`config.mk`:
```
export PLATFORM = sky130hd
export DESIGN_NAME = imm_gen_pipe
export DESIGN_NICKNAME = d
export VERILOG_FILES = /design/src/rtl/imm_gen_pipe.sv
export SDC_FILE = /design/constraint.sdc
export NUM_CORES = 1
export LEC_CHECK = 0
export CAP_MARGIN = 0
export CORE_MARGIN = 4
export CORE_UTILIZATION = 52
export DETAILED_ROUTE_END_ITERATION = 8
export PLACE_DENSITY = 0.79
export SLEW_MARGIN = 20
export SYNTH_ARGS = -nofsm -noshare
export SYNTH_HDL_FRONTEND = slang
export SYNTH_SLANG_ARGS = --single-unit
export TNS_END_PERCENT = 20
```
`constraint.sdc`:
```
create_clock -name clk -period 4.9 [get_ports clk]
set_input_delay 0.735 -clock clk [delete_from_list [all_inputs] [get_ports clk]]
set_output_delay 0.735 -clock clk [all_outputs]
set_load 0.01 [all_outputs]
```
`src/rtl/imm_gen_pipe.sv`:
```
// Pipelined RISC-V immediate generator: decodes U/J/I/B/S immediates at push
// time and buffers {imm, fmt, illegal, tag} in a 2-entry FIFO toward decode.
module imm_gen_pipe #(
  parameter int unsigned XLEN  = 32,
  parameter int unsigned TAG_W = 32
) (
  input  logic             clk,
  input  logic             rst,
  input  logic             in_valid,
  output logic             in_ready,
  input  logic [31:0]      in_inst,
  input  logic [TAG_W-1:0] in_tag,
  output logic             out_valid,
  input  logic             out_ready,
  output logic [XLEN-1:0]  out_imm,
  output logic [4:0]       out_fmt,
  output logic             out_illegal,
  output logic [TAG_W-1:0] out_tag
);

  localparam int unsigned DEPTH = 2;

  localparam logic [4:0] FMT_U = 5'b10000;
  localparam logic [4:0] FMT_J = 5'b01000;
  localparam logic [4:0] FMT_I = 5'b00100;
  localparam logic [4:0] FMT_B = 5'b00010;
  localparam logic [4:0] FMT_S = 5'b00001;

  logic [XLEN-1:0]  imm_q  [DEPTH];
  logic [4:0]       fmt_q  [DEPTH];
  logic             ill_q  [DEPTH];
  logic [TAG_W-1:0] tag_q  [DEPTH];
  logic             wr_ptr;
  logic             rd_ptr;
  logic [1:0]       count;

  logic             push;
  logic             pop;
  logic signed [31:0] imm32;
  logic [XLEN-1:0]  dec_imm;
  logic [4:0]       dec_fmt;
  logic             dec_ill;
  logic             s;

  assign in_ready  = (count < 2'd2);
  assign out_valid = (count != 2'd0);
  assign push      = in_valid && in_ready;
  assign pop       = out_valid && out_ready;
  assign s         = in_inst[31];

  // Decode to a 32-bit signed immediate; every format sign-extends from bit 31.
  always_comb begin
    imm32   = '0;
    dec_fmt = '0;
    dec_ill = 1'b0;
    if (in_inst[1:0] != 2'b11) begin
      dec_ill = 1'b1;
    end else begin
      case (in_inst[6:2])
        5'b01101, 5'b00101: begin
          imm32   = {in_inst[31:12], 12'b0};
          dec_fmt = FMT_U;
        end
        5'b11011: begin
          imm32   = {{12{s}}, in_inst[19:12], in_inst[20], in_inst[30:21], 1'b0};
          dec_fmt = FMT_J;
        end
        5'b11001, 5'b00000, 5'b00100: begin
          imm32   = {{20{s}}, in_inst[31:20]};
          dec_fmt = FMT_I;
        end
        5'b11000: begin
          imm32   = {{20{s}}, in_inst[7], in_inst[30:25], in_inst[11:8], 1'b0};
          dec_fmt = FMT_B;
        end
        5'b01000: begin
          imm32   = {{20{s}}, in_inst[31:25], in_inst[11:7]};
          dec_fmt = FMT_S;
        end
        default: dec_ill = 1'b1;
      endcase
    end
    dec_imm = XLEN'(imm32);
  end

  always_ff @(posedge clk or posedge rst) begin
    if (rst) begin
      wr_ptr <= 1'b0;
      rd_ptr <= 1'b0;
      count  <= 2'd0;
      for (int i = 0; i < DEPTH; i++) begin
        imm_q[i] <= '0;
        fmt_q[i] <= '0;
        ill_q[i] <= 1'b0;
        tag_q[i] <= '0;
      end
    end else begin
      if (push) begin
        imm_q[wr_ptr] <= dec_imm;
        fmt_q[wr_ptr] <= dec_fmt;
        ill_q[wr_ptr] <= dec_ill;
        tag_q[wr_ptr] <= in_tag;
        wr_ptr        <= ~wr_ptr;
      end
      if (pop) begin
        rd_ptr <= ~rd_ptr;
      end
      case ({push, pop})
        2'b10:   count <= count + 2'd1;
        2'b01:   count <= count - 2'd1;
        default: count <= count;
      endcase
    end
  end

  // Head entry is presented only while valid so an empty queue reads as zero.
  assign out_imm     = out_valid ? imm_q[rd_ptr] : '0;
  assign out_fmt     = out_valid ? fmt_q[rd_ptr] : '0;
  assign out_illegal = out_valid ? ill_q[rd_ptr] : 1'b0;
  assign out_tag     = out_valid ? tag_q[rd_ptr] : '0;

endmodule

```
==> results.txt <==
Status: finished, final reports clean
Min-Delay Path Class: reg -> reg
Pre-Repair DR Iteration Count: 5
Largest net degree at the start of global routing: 118
H-tree depth: 4
Antenna cells: 0
CTS Buf Count: 17
Leak Pwr: 4.06 nW
Worst VDD drop: 0.351 mV
Post-CTS resize count: 0
Met3 routed WL: 817 µm
Simple logic cell fraction of the synthesized area: 16.2%
Ranking of synthesized cells by area: dfrtp_1 53%, mux2i_1 10%, nand2_1 8.9%
Post-synth ARST share: 100%
First-pass GRT wire length: 27.4 mm
Synth Area in Compound Gates: 10.9%
Worst-Skew Late Latency: 410 ps
PD cells: 541 nW/µm²
Via Count: 5,356
DIE AREA: 14,900 µm²
Reg-to-reg critical path startpoint: count[1]
Met1 WL: 7.03 mm
Clock skew: 7.65 ps
Clk slew on worst S/H paths: 60 ps
Hold Startpoint: tag_q[41]
Layout Cells excl Fill: 979
Synthesized cell area: 6770 µm²
CTS tree: yes
Top-area cell type share of the netlist area: 53.2%
Synth Area in XOR/XNOR: 0.517%
Final hold violation count: 0
Clock sink count: 144
Top sig layer: met4
Die width: 122 µm
Core area: 12,700 µm²
Critical path peak fanout: 55
FP Rows: 41
CP Launch Type: flip-flop
IO buf count: 139
Syn Nets: 745
Share of cells above drive strength 1: 9.54%
Largest area contributor in the synthesized netlist: dfrtp_1
Worst Slack Setup Final: 1370 ps
Most frequent cell after synthesis: nand2_1
Worst Path Required: 4160 ps
Met2 WL: 8.77 mm
DRC: 0
Arrival time worst endpoint: 2790 ps
Die Span Y: 122 µm
Detailed Route WL: 16.9 mm
Worst setup EP type: output port
Final worst-path cycle share: 72.0%
Inst Count DP: 948
1st-iter DRT viols: 532
Final setup vio count: 0
Setup total negative slack: 0 ps
Final nets: 864
Commonest cells in the netlist: 161 x nand2_1, 144 x dfrtp_1, 78 x nor2_1, 70 x mux2i_1, 41 x o21ai_0
Post-layout util: 69.6%
Ports: 140
Largest family of logic cells by synthesized area: simple AND/OR/NAND/NOR gates
Cells after Synth: 676
Max Slew Vio Count: 0
Max Buffers Root-to-Sink: 2
Synthesis warning total: 0
Synth Register Bits: 144
Dpl ws: 1780 ps
Post-CTS Setup Bufs: 0
Root Buffer Master: clkbuf_16
Critical path type: reg -> out
Number of synthesized flops with an enable pin: 0
Distinct cell type count after synthesis: 41
Area share of fa/ha/maj cells after synthesis: 0.185%
GPL Wtd Cong: 0.835
Sequential share of the synthesized area: 53.2%
P&R area growth vs syn: 30.3%
CTS hold repair buffers: 0
Detailed placer's ending HPWL: 10.9 mm
Fillers: 962
Slew headroom: 29.7%
Drt wl/cell: 17.3 µm
Setup crit start: rd_ptr
Vias per std cell: 5.47
Unrepaired setup endpoints after global routing: false
Min cycle time layout: 3530 ps
ANT nets after route: 0
Worst Tran Pin Value: 1050 ps
GR Overflow Total: 0
Mux cell area share after synthesis: 15.9%
GRT Util Overall: 23.3%
MaxCap Viol Count: 0
Syn_area_per_cell: 10.0 µm²
Initial antenna violation count: 0
Maximum clock rate: 283 MHz
Vias in the first global route: 5,464
Ys flop type: dfrtp_1
Initial Util: 53.4%
[final timing paths]
| check | cells after the start | end | slack (ps) |
|---|---|---|---|
| setup / recovery | 4 | out_fmt[2] | 1370 |
| hold / removal | 2 | tag_q[41] | 470 |
| setup reg to reg | 8 | count[1] | 2350 |
| hold reg to reg | 2 | tag_q[41] | 470 |
| max in group asynchronous | 3 | imm_q[25] | 3100 |
| min in group asynchronous | 2 | tag_q[4] | 910 |
[cell families after synthesis]
group	after synthesis
AO/OA/AOI/OAI	109
multiplexers	103
buffers and inverters	49
XOR/XNOR	4
flip-flops	144
AND/OR/NAND/NOR	266
adder cells (fa/ha/maj)	1
[per-layer routing]
layer	up-vias	global-route usage [%]
met5	-	0
met4	0	7.84
met3	20	4.60
met1	2632	30.0
met2	164	39.7
li1	2540	-
[registers in the layout, summed over array words and instances (netlist names)]
name    count
rd_ptr      1
tag_q      64
fmt_q      10
ill_q       2
imm_q      64
wr_ptr      1
count       2
[worst max-delay path, stage by stage (launching register included)]
cell and delay, ps:
dfrtp_4 1080, buf_4 440, mux2i_1 280, nor2_1 60, clkdlybuf4s50_1 510
[layout by cell type, fill, tap and decap left out, types with 2 or more instances in the layout]
cell type        netlist  final
nand2_1              161    161
clkdlybuf4s50_1        0    139
nor2_1                78     77
nand3_1                8      8
nand2b_1               3      3
buf_4                  0      6
xnor2_1                3      3
a22oi_1                7      7
nor2_4                 2      3
and2_1                 2      2
o21ai_0               41     41
nand3b_1               2      2
clkbuf_16              0     17
clkbuf_1              24      4
a21oi_1               10     10
o41ai_1                3      3
dfrtp_1              144    143
o21ai_1               13     13
mux2i_1               70     70
clkbuf_8               0      6
inv_1                  4      3
mux2_2                32     32
nor2b_1                2      2
a22o_1                28     28
clkinvlp_4             0      2
[where the power goes]
part | internal [mW] | total [mW] | switching (mW)
Combinational | 0.911 | 1.74 | 0.826
Sequential | 1.51 | 1.80 | 0.292
Clock | 0.777 | 1.24 | 0.463
Total | 3.19 | 4.77 | 1.58
[layout make-up]
cell class                 count  area, µm²  area share [%]
sequential                   144       3610            40.9
multi-input combinational    483       2970            33.7
timing repair buffer         145       1440            16.3
clock buffer                  27        523            5.93
tap                          172        215            2.44
clock inverter                 4       50.0           0.567
inverter                       4       22.5           0.255
[metrics by stage]
| stage | cell area, µm² | power, mW | hold WS [ps] |
|---|---|---|---|
| 4_1_cts | 8820 | 4.82 | 476 |
| 2_1_floorplan | 6770 | 2.80 | 443 |
| 6_report | 8820 | 4.77 | 471 |
| 5_1_grt | 8820 | 5.04 | 486 |
| 3_3_place_gp | 8250 | 3.50 | 457 |
| 3_5_place_dp | 8250 | 3.56 | 462 |
No activity file was read; power rests on OpenSTA's default activity.
